**src/rtl/i_serdes_align_pkg.sv**
```systemverilog
// i_serdes_align_pkg: aligner state encoding and the default training word shared with the I_SERDES benches
package i_serdes_align_pkg;
   localparam logic [2:0] ST_IDLE   = 3'd0;
   localparam logic [2:0] ST_CHECK  = 3'd1;
   localparam logic [2:0] ST_SLIP   = 3'd2;
   localparam logic [2:0] ST_SETTLE = 3'd3;
   localparam logic [2:0] ST_LOCKED = 3'd4;
   localparam logic [2:0] ST_FAIL   = 3'd5;
   localparam logic [3:0] DEFAULT_TRAIN_PATTERN = 4'hA;
   typedef enum logic [2:0] {
      IDLE   = ST_IDLE,
      CHECK  = ST_CHECK,
      SLIP   = ST_SLIP,
      SETTLE = ST_SETTLE,
      LOCKED = ST_LOCKED,
      FAIL   = ST_FAIL
   } align_state_t;
endpackage

```
**src/rtl/i_serdes_align_cnt.sv**
```systemverilog
// i_serdes_align_cnt: saturating up-counter with synchronous clear (priority) and count enable
module i_serdes_align_cnt #(
   parameter int WIDTH = 4,
   parameter int MAX   = 15
) (
   input  logic             clk,
   input  logic             rst_n,
   input  logic             clr,
   input  logic             en,
   output logic [WIDTH-1:0] cnt
);
   always_ff @(posedge clk or negedge rst_n)
      if (!rst_n) cnt <= '0;
      else if (clr) cnt <= '0;
      else if (en && cnt != WIDTH'(MAX)) cnt <= cnt + WIDTH'(1);
endmodule

```
**src/rtl/i_serdes_bitslip_ctrl.sv**
```systemverilog
// i_serdes_bitslip_ctrl: word-alignment controller for I_SERDES; slips the deserializer boundary
// until the training word locks, then forwards aligned words and watches for loss of lock.
module i_serdes_bitslip_ctrl
   import i_serdes_align_pkg::*;
#(
   parameter int               WIDTH         = 4,
   parameter logic [WIDTH-1:0] TRAIN_PATTERN = WIDTH'(DEFAULT_TRAIN_PATTERN),
   parameter int               PULSE_CYCLES  = 2,
   parameter int               SETTLE_CYCLES = 3,
   parameter int               LOCK_COUNT    = 8,
   parameter int               LOSS_COUNT    = 4,
   parameter int               MAX_SLIPS     = 8
) (
   input  logic                             CLK_IN,
   input  logic                             RX_RST,
   input  logic                             EN,
   input  logic [WIDTH-1:0]                 Q,
   input  logic                             DATA_VALID,
   output logic                             BITSLIP_ADJ,
   output logic                             ALIGNED,
   output logic                             ALIGN_ERROR,
   output logic [$clog2(MAX_SLIPS+1)-1:0]   SLIP_COUNT,
   output logic [WIDTH-1:0]                 Q_OUT,
   output logic                             DATA_VALID_OUT
);
   localparam int SW   = $clog2(MAX_SLIPS + 1);
   localparam int MW   = $clog2(LOCK_COUNT + 1);
   localparam int LW   = $clog2(LOSS_COUNT + 1);
   localparam int TMAX = PULSE_CYCLES > SETTLE_CYCLES ? PULSE_CYCLES : SETTLE_CYCLES;
   localparam int TW   = $clog2(TMAX + 1);

   if (WIDTH < 3 || WIDTH > 10 || PULSE_CYCLES < 1 || SETTLE_CYCLES < 1 || LOCK_COUNT < 1 ||
       LOSS_COUNT < 1 || MAX_SLIPS < WIDTH) begin : g_bad_params
      $error("i_serdes_bitslip_ctrl: illegal parameter value");
   end

   align_state_t state, nxt;
   logic [MW-1:0] match_cnt;
   logic [LW-1:0] miss_cnt;
   logic [TW-1:0] tmr;
   logic hit, miss;

   assign hit  = DATA_VALID && Q == TRAIN_PATTERN;
   assign miss = DATA_VALID && Q != TRAIN_PATTERN;

   always_comb begin
      nxt = state;
      case (state)
         IDLE:    nxt = CHECK;
         CHECK:   nxt = hit && match_cnt == MW'(LOCK_COUNT - 1) ? LOCKED :
                        miss ? (SLIP_COUNT == SW'(MAX_SLIPS) ? FAIL : SLIP) : CHECK;
         SLIP:    nxt = tmr == TW'(PULSE_CYCLES - 1) ? SETTLE : SLIP;
         SETTLE:  nxt = tmr == TW'(SETTLE_CYCLES - 1) ? CHECK : SETTLE;
         LOCKED:  nxt = miss && miss_cnt == LW'(LOSS_COUNT - 1) ? CHECK : LOCKED;
         FAIL:    nxt = FAIL;
         default: nxt = IDLE;
      endcase
      if (!EN) nxt = IDLE;
   end

   i_serdes_align_cnt #(.WIDTH(MW), .MAX(LOCK_COUNT)) u_match (
      .clk(CLK_IN), .rst_n(RX_RST), .clr(nxt != CHECK || miss), .en(state == CHECK && hit),
      .cnt(match_cnt));

   i_serdes_align_cnt #(.WIDTH(LW), .MAX(LOSS_COUNT)) u_miss (
      .clk(CLK_IN), .rst_n(RX_RST), .clr(nxt != LOCKED || hit), .en(miss), .cnt(miss_cnt));

   // a fresh attempt after loss of lock gets the full slip budget again
   i_serdes_align_cnt #(.WIDTH(SW), .MAX(MAX_SLIPS)) u_slip (
      .clk(CLK_IN), .rst_n(RX_RST), .clr(nxt == IDLE || (state == LOCKED && nxt == CHECK)),
      .en(state == CHECK && nxt == SLIP), .cnt(SLIP_COUNT));

   // restarts on every state change, so it times both the pulse and the settle window
   i_serdes_align_cnt #(.WIDTH(TW), .MAX(TMAX)) u_tmr (
      .clk(CLK_IN), .rst_n(RX_RST), .clr(nxt != state), .en(1'b1), .cnt(tmr));

   always_ff @(posedge CLK_IN or negedge RX_RST)
      if (!RX_RST) begin
         state          <= IDLE;
         BITSLIP_ADJ    <= 1'b0;
         ALIGNED        <= 1'b0;
         ALIGN_ERROR    <= 1'b0;
         Q_OUT          <= '0;
         DATA_VALID_OUT <= 1'b0;
      end else begin
         state          <= nxt;
         BITSLIP_ADJ    <= nxt == SLIP;
         ALIGNED        <= nxt == LOCKED;
         ALIGN_ERROR    <= nxt == FAIL;
         Q_OUT          <= Q;
         DATA_VALID_OUT <= DATA_VALID && nxt == LOCKED;
      end
endmodule

```
**config.mk**
```make
export PLATFORM = sky130hd
export DESIGN_NAME = i_serdes_bitslip_ctrl
export DESIGN_NICKNAME = d
export VERILOG_FILES = /design/src/rtl/i_serdes_align_pkg.sv /design/src/rtl/i_serdes_align_cnt.sv /design/src/rtl/i_serdes_bitslip_ctrl.sv
export SDC_FILE = /design/constraint.sdc
export NUM_CORES = 1
export LEC_CHECK = 0
export CORE_ASPECT_RATIO = 0.9
export CORE_MARGIN = 2
export CORE_UTILIZATION = 58
export CTS_CLUSTER_DIAMETER = 120
export CTS_CLUSTER_SIZE = 8
export DETAILED_ROUTE_END_ITERATION = 8
export MAX_ROUTING_LAYER = met4
export PLACE_DENSITY_LB_ADDON = 0.3
export SETUP_SLACK_MARGIN = 0.1
export SYNTH_ARGS = -nofsm -noshare
export SYNTH_HDL_FRONTEND = slang
export SYNTH_HIERARCHICAL = 1
export SYNTH_SLANG_ARGS = --single-unit
```
**constraint.sdc**
```tcl
create_clock -name CLK_IN -period 4.2 [get_ports CLK_IN]
set_input_delay 0.42 -clock CLK_IN [delete_from_list [all_inputs] [get_ports CLK_IN]]
set_output_delay 0.42 -clock CLK_IN [all_outputs]
set_load 0.02 [all_outputs]
```
=== Word level (Yosys, flattened, before mapping) ===
Cells that the tools add are included.

* Flip-flop bits (word level): 24
* Input port bits: 8
* Output and inout port bits: 12
* Logic and storage cells: 73

* Add/subtract/negate cells: 4
* Equal/unequal tests: 23
* Mux-type cells: 16
* Reductions and logical operators: 20

{| class="wikitable"
|+ Operator list
! cell !! number
|-
| 3-bit 2-to-1 mux || 7
|-
| 3-bit one-hot mux with 6 select lines || 1
|-
| 4-bit 2-to-1 mux || 4
|-
| 3-bit by 2-bit equality test with 1-bit output (second input constant) || 4
|-
| 3-bit equality test (second input constant) || 4
|-
| 4-bit inequality test (second input constant) || 3
|-
| 1-bit logical AND || 11
|-
| 4-bit by 1-bit adder with 4-bit output (second input constant) || 2
|-
| 4-bit equality test (second input constant) || 2
|-
| 2-bit nonzero test || 4
|-
| 3-bit by 1-bit equality test with 1-bit output (second input constant) || 2
|-
| 3-bit zero test || 2
|-
| 2-bit 2-to-1 mux || 3
|-
| 3-bit inequality test (second input constant) || 2
|-
| 4-bit by 3-bit equality test with 1-bit output (second input constant) || 1
|-
| 3-bit by 1-bit adder with 3-bit output (second input constant) || 1
|-
| 1-bit logical OR || 3
|-
| 3-bit by 1-bit inequality test with 1-bit output (second input constant) || 1
|-
| 3-bit inequality test || 1
|-
| 2-bit by 1-bit adder with 2-bit output (second input constant) || 1
|-
| 2-bit by 1-bit equality test with 1-bit output (second input constant) || 1
|-
| 2-bit equality test (second input constant) || 1
|-
| 2-bit inequality test (second input constant) || 1
|-
| 1-bit 2-to-1 mux || 1
|}

=== Depth between registers and ports, before layout ===
Gate-level depths: netlist (run 1).

* Depth in word-level cells: 11
* Mapped depth: 8
* Gate-level depth less buffers: 7

=== Cells and area by module ===
Netlist (run 1), hierarchy kept.

{| class="wikitable"
|+ By module, submodules not included
! module !! instances !! cells each !! area each (um^2) !! sequential area each (um^2)
|-
| i_serdes_bitslip_ctrl || 1 || 69 || 679.4 || 275.3
|-
| i_serdes_align_cnt at u_match ... || 2 || 23 || 229.0 || 100.1
|-
| i_serdes_align_cnt at u_miss || 1 || 17 || 198.9 || 75.1
|-
| i_serdes_align_cnt at u_tmr || 1 || 10 || 123.9 || 50.0
|}

=== Worst setup path before layout (run 1) ===
OpenSTA, ideal clock, no wires.

* Kind: reg-to-reg
* From: register u_slip.cnt[1]
* To: register u_slip.cnt[0]
* Setup time: 0.125 ns
* Data arrival time: 2.214 ns
* Required time: 4.075 ns
* Path slack: 1.861 ns
* Stages on the path, launching flop included: 7
* Path buffers: 0
* Clock period less this slack: 2.339 ns
* Cells stage by stage: dfrtp_1 -> or4b_4 -> and3_1 -> a32o_2 -> a2111oi_2 -> nor2_1 -> mux2_4

* Longest elaborated chain between the ends: 10
* Elaborated cells between the ends (all ways): 16
* Classes of those cells: eq/ne (4); mux (6); reduce/logical (6)

{| class="wikitable"
|+ Ends and longest elaborated chain
! item !! line !! text
|-
| start: declaration || i_serdes_align_cnt.sv:10 || <nowiki>output logic [WIDTH-1:0] cnt</nowiki>
|-
| start signal: assignment || i_serdes_align_cnt.sv:15 || <nowiki>else if (en && cnt != WIDTH'(MAX)) cnt <= cnt + WIDTH'(1);</nowiki>
|-
| 4-bit equality test (*) || i_serdes_bitslip_ctrl.sv:51 || <nowiki>miss ? (SLIP_COUNT == SW'(MAX_SLIPS) ? FAIL : SLIP) : CHECK;</nowiki>
|-
| 3-bit 2-to-1 mux (*) (2 in series) || i_serdes_bitslip_ctrl.sv:51 ||
|-
| 3-bit 2-to-1 mux (*) || i_serdes_bitslip_ctrl.sv:50 || <nowiki>CHECK: nxt = hit && match_cnt == MW'(LOCK_COUNT - 1) ? LOCKED :</nowiki>
|-
| 3-bit one-hot mux with 6 select lines (*) || i_serdes_bitslip_ctrl.sv:48 || <nowiki>case (state)</nowiki>
|-
| 3-bit 2-to-1 mux (*) || i_serdes_bitslip_ctrl.sv:58 || <nowiki>if (!EN) nxt = IDLE;</nowiki>
|-
| via nxt[1] || i_serdes_bitslip_ctrl.sv:37 || <nowiki>align_state_t state, nxt;</nowiki>
|-
| 3-bit by 1-bit equality test with 1-bit output / 3-bit by 2-bit equality test with 1-bit output (equally long branches) || i_serdes_bitslip_ctrl.sv:70, i_serdes_bitslip_ctrl.sv:71 ||
|-
| 1-bit logical AND, on equally long branches || i_serdes_bitslip_ctrl.sv:70, i_serdes_bitslip_ctrl.sv:71 ||
|-
| 1-bit logical OR / 1-bit logical AND (equally long branches) || i_serdes_bitslip_ctrl.sv:70, i_serdes_align_cnt.sv:15 ||
|-
| 4-bit 2-to-1 mux / 2-bit nonzero test (equally long branches) || - ||
|}

The timed path passes the listed nets; every way through them passes the cells marked *.
A chain may end at the register's enable or synchronous reset.

=== Final worst setup path (run 1) ===
* From: input Q[2]
* To: register u_slip.cnt[0]

* Longest elaborated chain between the ends: 10
* Elaborated cells between the ends (all ways): 20
* Classes of those cells: eq/ne (4); mux (6); reduce/logical (10)

{| class="wikitable"
|+ Ends and longest elaborated chain
! item !! line !! text
|-
| start: declaration || i_serdes_bitslip_ctrl.sv:17 || <nowiki>input logic [WIDTH-1:0] Q,</nowiki>
|-
| 4-bit inequality test / 4-bit equality test (equally long branches) || i_serdes_bitslip_ctrl.sv:44, i_serdes_bitslip_ctrl.sv:43 ||
|-
| 1-bit logical AND, on equally long branches || i_serdes_bitslip_ctrl.sv:44, i_serdes_bitslip_ctrl.sv:43 ||
|-
| 3-bit 2-to-1 mux (tied with other cells) || i_serdes_bitslip_ctrl.sv:51 ||
|-
| 3-bit 2-to-1 mux, on equally long branches || i_serdes_bitslip_ctrl.sv:50, i_serdes_bitslip_ctrl.sv:54 ||
|-
| 3-bit one-hot mux with 6 select lines (*) || i_serdes_bitslip_ctrl.sv:48 ||
|-
| 3-bit 2-to-1 mux (*) || i_serdes_bitslip_ctrl.sv:58 ||
|-
| via nxt[2] || i_serdes_bitslip_ctrl.sv:37 ||
|-
| 3-bit by 1-bit equality test with 1-bit output / 3-bit by 2-bit equality test with 1-bit output (equally long branches) || i_serdes_bitslip_ctrl.sv:70, i_serdes_bitslip_ctrl.sv:71 ||
|-
| 1-bit logical AND, on equally long branches || i_serdes_bitslip_ctrl.sv:70, i_serdes_bitslip_ctrl.sv:71 ||
|-
| 1-bit logical OR / 1-bit logical AND (equally long branches) || i_serdes_bitslip_ctrl.sv:70, i_serdes_align_cnt.sv:15 ||
|-
| 4-bit 2-to-1 mux / 2-bit nonzero test (equally long branches) || - ||
|}

Marked as above.

==> results of run 1 <==
## routing by layer
layer / vias to the layer above / global-route usage [%] / share of wire, %
li1: 555 / - / -
met1: 583 / 28.2 / 45
met2: 26 / 38.9 / 49
met3: 7 / 5.72 / 4.4
met4: 0 / 8.14 / 1.6
met5: - / - / 0
## registers in the layout, summed over array words and instances, names as in the netlist
name	flops
Q_OUT	4
u_match/cnt	4
u_slip/cnt	4
state	3
u_miss/cnt	3
u_tmr/cnt	2
ALIGNED	1
ALIGN_ERROR	1
BITSLIP_ADJ	1
DATA_VALID_OUT	1
## worst max-delay path, delay by kind of cell
family	cells	cell delay, ps
mux	2	510
simple gates	2	510
compound gates	2	930
buf+inv	2	500
## cell usage after synthesis, drive strengths merged, types with 2 or more instances
cell type	instances
a21oi	5
a31oi	2
a32oi	2
and2	2
and3	2
dfrtp	24
ha	7
inv	10
mux2	4
mux2i	4
nand2	12
nand2b	11
nand4	2
nand4b	2
nand4bb	2
nor2	9
nor2b	7
nor3	4
o21a	2
o21ai	2
or3b	2
xor2	2
## power by group through the flow
stage	combinational, µW	sequential, µW	clock (µW)
after global placement	149	275	0
after detailed placement	154	276	0
after CTS	154	272	177
after floorplan	106	277	0
final	154	272	173
after global routing	169	276	183
## per-stage QoR
step,setup slack [ps],power (µW),hold slack [ps],utilization (%),instance area [µm²]
5_1_grt,1410,628,521,71.5,1730
2_1_floorplan,1860,382,124,-,1460
4_1_cts,1570,603,527,71.5,1730
6_report,1560,600,530,71.5,1730
3_5_place_dp,1220,430,578,69.3,1680
3_3_place_gp,1330,424,539,69.3,1680
## cell families after synthesis
| family | Yosys count | synth area share, % |
|---|---|---|
| buf+inv | 12 | 3.17 |
| xor+xnor | 2 | 1.20 |
| other cells | 1 | 0.257 |
| mux | 8 | 6.86 |
| simple gates | 63 | 26.3 |
| compound gates | 25 | 15.1 |
| flops | 24 | 41.1 |
| fa+ha+maj | 7 | 6.00 |
## cell usage in the layout, fill, tap and decap left out, drive strengths merged, types with 2 or more instances in the layout
master	Yosys	routed
a21oi	5	5
a32oi	2	2
dfrtp	24	24
ha	7	7
nand4b	2	2
o21a	2	2
and3	2	2
clkdlybuf4s50	0	19
mux2i	4	4
a31oi	2	2
nand4bb	2	2
nand2	12	12
mux2	4	4
conb	1	2
nor3	4	4
inv	10	10
and2	2	2
nor2	9	9
nor2b	7	7
nand2b	11	11
xor2	2	2
o21ai	2	2
clkbuf	1	3
nand4	2	2
or3b	2	2
## how the worst max path moves through the flow
| stage | startpoint | end | slack, ps | cells after the start |
|---|---|---|---|---|
| detailed placement | Q[2] | u_slip/cnt[0]$_DFFE_PN0P_ | 1220 | 8 |
| global route | Q[2] | u_slip/cnt[0]$_DFFE_PN0P_ | 1410 | 8 |
| global placement | Q[2] | u_slip/cnt[0]$_DFFE_PN0P_ | 1330 | 8 |
| finish | Q[2] | u_slip/cnt[0]$_DFFE_PN0P_ | 1560 | 8 |
| floorplan | u_slip/cnt[1]$_DFFE_PN0P_ | u_slip/cnt[0]$_DFFE_PN0P_ | 1860 | 6 |
| CTS | Q[2] | u_slip/cnt[0]$_DFFE_PN0P_ | 1570 | 8 |
## area by class of cell
| class | count | area (µm²) |
|---|---|---|
| Timing Repair Buffer | 19 | 190 |
| Clock inverter | 1 | 30.0 |
| Tap cell | 28 | 35.0 |
| Fill cell | 185 | 692 |
| Clock buffer | 3 | 22.5 |
| Multi-Input combinational cell | 107 | 817 |
| Inverter | 10 | 37.5 |
| Sequential cell | 24 | 601 |
==> impl_metrics.json, run 1 <==
{
  "number_of_nets_in_the_finished_design": 180,
  "worstPathArrival_ps": 2880,
  "placement_rows": 17,
  "yosysTopAreaCell": "dfrtp_1",
  "ys.warnings.count": 6,
  "critPathRequiredTime_ps": 4440,
  "clock_tree_from_tritoncts": "yes",
  "cts-root-to-sink-buffers": 2,
  "initial_utilization_pct": 60.2,
  "tritoncts_num_sinks": 24,
  "area_delta_synth_final_pct": 18.7,
  "die_x_um": 56.9,
  "grt_setup_unrepaired": "false",
  "instance_count_along_the_most_critical_hold_path": 1,
  "die_area_um2": 2940,
  "synth_area_um2": 1460,
  "post-route-min-period_ps": 2640,
  "viasPerCell": 6.10,
  "vdd_drop_max_mv": 0.255,
  "internal_power_uw": 423,
  "grt_antenna_before_repair": 0,
  "async_flop_share_pct": 100,
  "dp_hpwl_um": 2240,
  "critPathSlowestCell": "a2111oi_2",
  "placeableCoreArea_um2": 2420,
  "clock_tree.root_cell": "clkbuf_4",
  "post_cts.repair.setup_buffers": 0,
  "power.share.sequential_pct": 45.3,
  "num_antenna_cells": 0,
  "gp_congestion": 0.954,
  "netlist.area_leader.share_pct": 41.1,
  "critical-path-max-stage-delay_ps": 600,
  "synth_area_per_cell_um2": 10.3,
  "drt_wl_total_um": 3020,
  "routedWlPerCell_um": 15.7,
  "postCtsHoldBufs": 0,
  "grt_first_pass_wirelength_um": 5100,
  "post_synth_edffs": 0,
  "synth_top_cells_by_area": "dfrtp_1, ha_1, nand2b_1, mux2_4, nand2_1",
  "p_comb_share_pct": 25.8,
  "synthDistinctLibCells": 50,
  "final-setup-viol-count": 0,
  "hold_class": "in -> reg",
  "rr_startpoint": "u_slip/cnt[1]$_DFFE_PN0P_",
  "min_from": "Q[0]",
  "ctsResizeCount": 0,
  "drt_first_iter_violations": 45,
  "slew_headroom_pct": 29.9,
  "worst_setup_path_end_kind": "flip-flop",
  "critical_path.reg2reg.endpoint": "u_slip/cnt[0]$_DFFE_PN0P_",
  "instances_no_fill": 192,
  "grt_usage_pct": 23.4,
  "crit_chain": "clkdlybuf4s50_1, nand4bb_1, mux2i_1, a32oi_2, inv_2, a2111oi_2, nor2_1, mux2_4",
  "worst-path-max-fanout": 9,
  "worst-r2r-setup-slack_ps": 1730,
  "achievable-frequency_mhz": 379,
  "finalHoldViolations": 0,
  "port-buffer-count": 19,
  "detailedRoute.firstPassIterationCount": 4,
  "htree_levels": 1,
  "worstRegToRegCells": 6,
  "total_number_of_vias": 1171,
  "synth.ff_latch_count": 24,
  "power.share.clock_pct": 28.9,
  "grt_pass1_vias": 1123,
  "power_switching_uw": 176,
  "dominant_register_cell_in_the_synthesized_netlist": "dfrtp_1",
  "outcome": "finished, final reports clean",
  "clock-skew-final_ps": 8.63,
  "leakagePower_uw": 0.000753,
  "worst_setup_path_start_kind": "input port",
  "detail_route.drc_violations": 0,
  "numCtsBuffers": 3,
  "p_per_area_nw_per_um2": 346,
  "cts.clk_slew.worst_paths_ps": 150,
  "post_synth_inst_count": 142,
  "slew_at_the_pin_closest_to_its_max_slew_limit_ps": 1050,
  "clock_insertion_delay_worst_skew_ps": 330,
  "yosysSeqAreaShare_pct": 41.1,
  "maxCapViolations": 0,
  "maximum_number_of_pins_on_one_net_before_global_route_repair": 25,
  "post-place-cells": 188,
  "share_of_final_layout_standard_cells_stronger_than_drive_strength_1_pct": 11.0,
  "slew_viol_final": 0,
  "min_period_over_period_pct": 62.9,
  "final_antenna_net_count": 0,
  "design.portCount": 20,
  "setup-tns-final_ps": 0,
  "hold_path_end": "Q_OUT[0]$_DFF_PN0_",
  "startpoint_to_endpoint_class_of_the_critical_path": "in -> reg",
  "p_sw_share_pct": 29.4,
  "globalRoute.totalOverflow": 0,
  "floorplan.die.height_um": 51.6
}
(Power assumes the default switching activity.)
==> inputs of run 2 (changes only) <==
--- a/config.mk
+++ b/config.mk
@@ -7,7 +7,7 @@
 export LEC_CHECK = 0
 export CORE_ASPECT_RATIO = 0.9
 export CORE_MARGIN = 2
-export CORE_UTILIZATION = 58
+export CORE_UTILIZATION = 49
 export CTS_CLUSTER_DIAMETER = 120
 export CTS_CLUSTER_SIZE = 8
 export DETAILED_ROUTE_END_ITERATION = 8
==> constraint.sdc (replaced) <==
create_clock -name CLK_IN -period 2.2 [get_ports CLK_IN]
set_input_delay 0.22 -clock CLK_IN [delete_from_list [all_inputs] [get_ports CLK_IN]]
set_output_delay 0.22 -clock CLK_IN [all_outputs]
set_load 0.02 [all_outputs]
==> impl_metrics.json, run 2 (synthesized netlist as in run 1, its figures left out) <==
{
  "violations": "negative setup slack",
  "grt_setup_unrepaired": "true",
  "drt_first_iter_violations": 43,
  "placeableCoreArea_um2": 2790,
  "viasPerCell": 5.65,
  "routedWlPerCell_um": 16.4,
  "internal_power_uw": 794,
  "achievable-frequency_mhz": 437,
  "grt_pass1_vias": 1398,
  "min_period_over_period_pct": 104,
  "p_per_area_nw_per_um2": 539,
  "setup-tns-final_ps": -121,
  "numCtsBuffers": 3,
  "detailedRoute.firstPassIterationCount": 5,
  "clock_tree.root_cell": "clkbuf_4",
  "share_of_final_layout_standard_cells_stronger_than_drive_strength_1_pct": 37.6,
  "p_sw_share_pct": 32.8,
  "clock_insertion_delay_worst_skew_ps": 320,
  "mostFrequentLayoutCells": "buf_4, dfrtp_1, clkdlybuf4s50_1",
  "top_usage_layer": "met2",
  "vdd_drop_max_mv": 0.459,
  "grt_first_pass_wirelength_um": 6390,
  "tritoncts_num_sinks": 24,
  "design.portCount": 20,
  "post-route-worst-setup-slack_ps": -90.6,
  "detail_route.drc_violations": 0,
  "drt_wl_total_um": 3970,
  "post-route-util_pct": 78.5,
  "dp_hpwl_um": 2600,
  "global_route.usage.met1_pct": 32.9,
  "layout.area.seq_um2": 606,
  "num_antenna_cells": 0,
  "initial_utilization_pct": 52.3,
  "hold_class": "in -> reg",
  "multi_input_area_um2": 962,
  "instance_count_along_the_most_critical_hold_path": 1,
  "worst-r2r-setup-slack_ps": -90,
  "pre_cts_slack_ps": -252,
  "postCtsHoldBufs": 0,
  "min_from": "Q[3]",
  "cts-root-to-sink-buffers": 2,
  "grt_util_met2_pct": 38.9,
  "area_delta_synth_final_pct": 50.2,
  "cts.clk_slew.worst_paths_ps": 130,
  "nFillCells": 185,
  "final_antenna_net_count": 0,
  "finalHoldViolations": 0,
  "worstPathArrival_ps": 2550,
  "hold_path_end": "Q_OUT[3]$_DFF_PN0_",
  "rr_startpoint": "u_slip/cnt[1]$_DFFE_PN0P_",
  "die_area_um2": 3430,
  "placement_rows": 18,
  "total_number_of_vias": 1367,
  "power_switching_uw": 388,
  "number_of_nets_in_the_finished_design": 218,
  "outcome": "complete, but fails checks",
  "startpoint_to_endpoint_class_of_the_critical_path": "reg -> reg",
  "power.share.sequential_pct": 43.2,
  "grt_antenna_before_repair": 0,
  "grt_util_met3_pct": 5.58,
  "globalRoute.totalOverflow": 0,
  "die_x_um": 61.5,
  "clock-skew-final_ps": 5.53,
  "post-route-min-period_ps": 2290,
  "final-setup-viol-count": 2,
  "leakagePower_uw": 0.000986,
  "worstRegToRegCells": 8,
  "crit_start": "u_slip/cnt[1]$_DFFE_PN0P_",
  "critical_path.reg2reg.endpoint": "u_tmr/cnt[1]$_DFFE_PN0P_",
  "htree_levels": 1,
  "port-buffer-count": 19,
  "worst_setup_path_end_kind": "flip-flop",
  "critPathRequiredTime_ps": 2460,
  "slew_viol_final": 0,
  "p_comb_share_pct": 39.3,
  "power.share.clock_pct": 17.5,
  "worst_setup_path_start_kind": "flip-flop",
  "top_regs": "Q_OUT: 4 flops, u_match/cnt: 4 flops, u_slip/cnt: 4 flops",
  "worst-path-max-fanout": 4,
  "floorplan.die.height_um": 55.8,
  "mostFrequentLayoutCell": "buf_4",
  "totalPowerFinal_uw": 1180,
  "maxCapViolations": 0,
  "gp_congestion": 1.04,
  "maximum_number_of_pins_on_one_net_before_global_route_repair": 25,
  "clock_tree_from_tritoncts": "yes",
  "grt_usage_pct": 25.6
}
run 2: cell types whose count changed in the layout (fill, tap and decap cells not counted), moves of 3 or more:
cell      before  now
a21oi_2        0    3
buf_4          0   29
buf_6          0    9
nand2b_4       0    5
nand2b_1      11    6
dfrtp_2        0    4
a21oi_1        5    2
dfrtp_1       24   20
run 2: how the worst max path moves through the flow:
stage / end / slack [ps] / depth (start not counted)
after detailed placement: u_miss/cnt[1]$_DFFE_PN0P_ / -250 / 10
after global placement: u_slip/cnt[1]$_DFFE_PN0P_ / -200 / 9
after global routing: u_miss/cnt[1]$_DFFE_PN0P_ / -110 / 9
after floorplan: u_slip/cnt[0]$_DFFE_PN0P_ / -20 / 6
after CTS: u_tmr/cnt[1]$_DFFE_PN0P_ / -30 / 8
final: u_tmr/cnt[1]$_DFFE_PN0P_ / -90 / 8
run 2: critical path, stage by stage, from the launching register on:
cell and delay [ps]:
dfrtp_2 430, or4b_4 580, nand2b_4 170, buf_6 110, buf_6 100, o2111a_1 230
a211o_1 270, nand4bb_1 230, o21ai_1 100
run 2: layer usage:
layer  vias up  wire, µm
met3        14       195
met2        58      1960
met4         0       109
li1        628         -
met5         -         0
met1       667      1700
run 2: layout make-up:
class	instances	area share, %
Sequential cell	24	27.6
Inverter	10	1.71
Clock buffer	4	1.20
Multi-Input combinational cell	107	43.9
Tap cell	40	2.28
Timing Repair Buffer	57	23.3
run 2: through the flow:
stage	hold slack, ps	cell area [µm²]	std cells
global placement	539	1920	228
finish	98.1	2190	242
global route	91.7	2190	242
floorplan	-75.6	1480	143
detailed placement	554	1920	228
CTS	246	2100	239
run 2: power by group through the flow:
stage                     Sequential (µW)  Combinational, µW  Clock (µW)
after floorplan                       529                210           0
after global placement                515                369           0
after detailed placement              517                381           0
after CTS                             509                417         212
after global routing                  515                496         226
final                                 511                464         207
run 2: timing repair:
| item | 4_1_cts | 5_1_grt |
|---|---|---|
| buffers inserted | 7 | 4 |
| pin swaps | 6 | 6 |
| setup endpoints to repair | 11 | 16 |
| gates resized for setup | 19 | 16 |
==> inputs of run 3 (changes only) <==
--- a/config.mk
+++ b/config.mk
@@ -14,6 +14,7 @@
 export MAX_ROUTING_LAYER = met4
 export PLACE_DENSITY_LB_ADDON = 0.3
 export SETUP_SLACK_MARGIN = 0.1
+export SKIP_LAST_GASP = 1
 export SYNTH_ARGS = -nofsm -noshare
 export SYNTH_HDL_FRONTEND = slang
 export SYNTH_HIERARCHICAL = 1
==> impl_metrics.json, run 3 (synthesized netlist as in run 1, its figures left out) <==
{
  "violations": "negative setup slack",
  "routedWlPerCell_um": 16.9,
  "top_regs": "Q_OUT: 4 flops, u_match/cnt: 4 flops, u_slip/cnt: 4 flops",
  "floorplan.die.height_um": 55.8,
  "worstRegToRegCells": 8,
  "clock-skew-final_ps": 4.42,
  "grt_pass1_vias": 1419,
  "power_switching_uw": 396,
  "area_delta_synth_final_pct": 48.9,
  "power.share.sequential_pct": 43.2,
  "cts.clk_slew.worst_paths_ps": 130,
  "initial_utilization_pct": 52.3,
  "totalPowerFinal_uw": 1190,
  "critPathSlowestCell": "or4b_4",
  "post-route-min-period_ps": 2290,
  "gp_congestion": 1.04,
  "achievable-frequency_mhz": 438,
  "mostFrequentLayoutCell": "buf_4",
  "crit_chain": "or4b_4, nand2b_4, buf_6, buf_6, o2111a_1, a211o_1, nand4bb_1, o21ai_1",
  "maxCapViolations": 0,
  "die_area_um2": 3430,
  "share_of_final_layout_standard_cells_stronger_than_drive_strength_1_pct": 35.6,
  "final_antenna_net_count": 0,
  "mostFrequentLayoutCells": "buf_4, dfrtp_1, clkdlybuf4s50_1",
  "critical-path-max-stage-delay_ps": 580,
  "total_number_of_vias": 1404,
  "p_sw_share_pct": 33.4,
  "die_x_um": 61.5,
  "detailedRoute.firstPassIterationCount": 4,
  "clock_insertion_delay_worst_skew_ps": 330,
  "finalHoldViolations": 0,
  "outcome": "complete, but fails checks",
  "final-setup-viol-count": 3,
  "clock_tree.root_cell": "clkbuf_4",
  "worst_setup_path_start_kind": "flip-flop",
  "leakagePower_uw": 0.000977,
  "critPathRequiredTime_ps": 2470,
  "number_of_nets_in_the_finished_design": 221,
  "htree_levels": 1,
  "nFillCells": 197,
  "slew_viol_final": 0,
  "num_antenna_cells": 0,
  "vdd_drop_max_mv": 0.447,
  "detail_route.drc_violations": 0,
  "drt_first_iter_violations": 76,
  "postCtsHoldBufs": 0,
  "viasPerCell": 5.73,
  "placeableCoreArea_um2": 2790,
  "post-route-worst-setup-slack_ps": -85.4,
  "maximum_number_of_pins_on_one_net_before_global_route_repair": 25,
  "power.share.clock_pct": 17.8,
  "tritoncts_num_sinks": 24,
  "cts-root-to-sink-buffers": 2,
  "drt_wl_total_um": 4130,
  "grt_antenna_before_repair": 0,
  "cp_most_frequent_cell": "buf_6",
  "globalRoute.totalOverflow": 0,
  "internal_power_uw": 789,
  "grt_setup_unrepaired": "true",
  "p_comb_share_pct": 39.1,
  "hold_class": "in -> reg",
  "critPathTopFamily": "simple AND/OR/NAND/NOR gates",
  "grt_usage_pct": 25.5,
  "worstPathArrival_ps": 2550,
  "clock_tree_from_tritoncts": "yes",
  "worst-path-stages": 8,
  "grt_first_pass_wirelength_um": 6410,
  "worst-path-max-fanout": 4,
  "startpoint_to_endpoint_class_of_the_critical_path": "reg -> reg",
  "port-buffer-count": 19,
  "timing.critical_path.buf_inv": 2,
  "placed_cell_area_um2": 1920,
  "dp_hpwl_um": 2600,
  "instance_count_along_the_most_critical_hold_path": 1,
  "numCtsBuffers": 3,
  "design.portCount": 20,
  "post-route-cell-area_um2": 2170,
  "placement_rows": 18,
  "min_period_over_period_pct": 104,
  "worst_setup_path_end_kind": "flip-flop",
  "p_per_area_nw_per_um2": 545
}
[run 3: cell types whose count changed in the layout (fill, tap and decap cells not counted), moves of 3 or more]
cell	change
buf_6	-3
nand2b_1	+3
buf_4	+6
nand2b_4	-3
[run 3: worst paths after layout]
path	start	end	slack [ps]
min reg2reg	u_tmr/cnt[1]$_DFFE_PN0P_	u_tmr/cnt[1]$_DFFE_PN0P_	600
min	Q[3]	Q_OUT[3]$_DFF_PN0_	100
max reg2reg	u_slip/cnt[0]$_DFFE_PN0P_	u_tmr/cnt[1]$_DFFE_PN0P_	-90
max in group asynchronous	RX_RST	u_slip/cnt[0]$_DFFE_PN0P_	1700
max	u_slip/cnt[0]$_DFFE_PN0P_	u_tmr/cnt[1]$_DFFE_PN0P_	-90
min in group asynchronous	RX_RST	u_tmr/cnt[0]$_DFFE_PN0P_	230
[run 3: stage by stage]
stage / hold slack [ps] / util (%) / cells / TNS [ps] / setup slack [ps]
finish: 101 / 77.9 / 245 / -120 / -85.4
global route: 94.2 / 77.9 / 245 / -579 / -109
CTS: 246 / 74.4 / 239 / -42.7 / -28.8
detailed placement: 554 / 68.8 / 228 / -2090 / -252
global placement: 539 / 68.8 / 228 / -1270 / -203
floorplan: -75.6 / - / 143 / -18.0 / -18.0
[run 3: timing repair]
| item | CTS | global route |
|---|---|---|
| setup buffers | 7 | 7 |
| endpoints found under the setup margin | 11 | 16 |
| pin swaps | 5 | 6 |
| resized for setup | 14 | 11 |
[run 3: layout make-up]
type | instances | area [µm²] | share of cell area (%)
inverter | 10 | 37.5 | 1.73
multi-input combinational | 107 | 935 | 43.0
timing repair buffer | 60 | 523 | 24.1
sequential | 24 | 603 | 27.7
tap | 40 | 50.0 | 2.30
clock buffer | 4 | 26.3 | 1.21
[run 3: per-layer routing]
metal	track usage (%)	part of all wire, %	up-vias	wire length [µm]
met3	5.12	5.2	17	215
met4	10.0	2.9	0	121
li1	-	-	633	-
met2	39.1	48	59	1990
met1	32.8	44	695	1810
met5	-	0	-	0
[run 3: power groups by stage]
stage,logic [µW],clock network (µW),registers (µW)
after floorplan,210,0,529
after global placement,369,0,515
after detailed placement,381,0,517
after CTS,413,212,509
after global routing,488,230,516
final,463,211,512
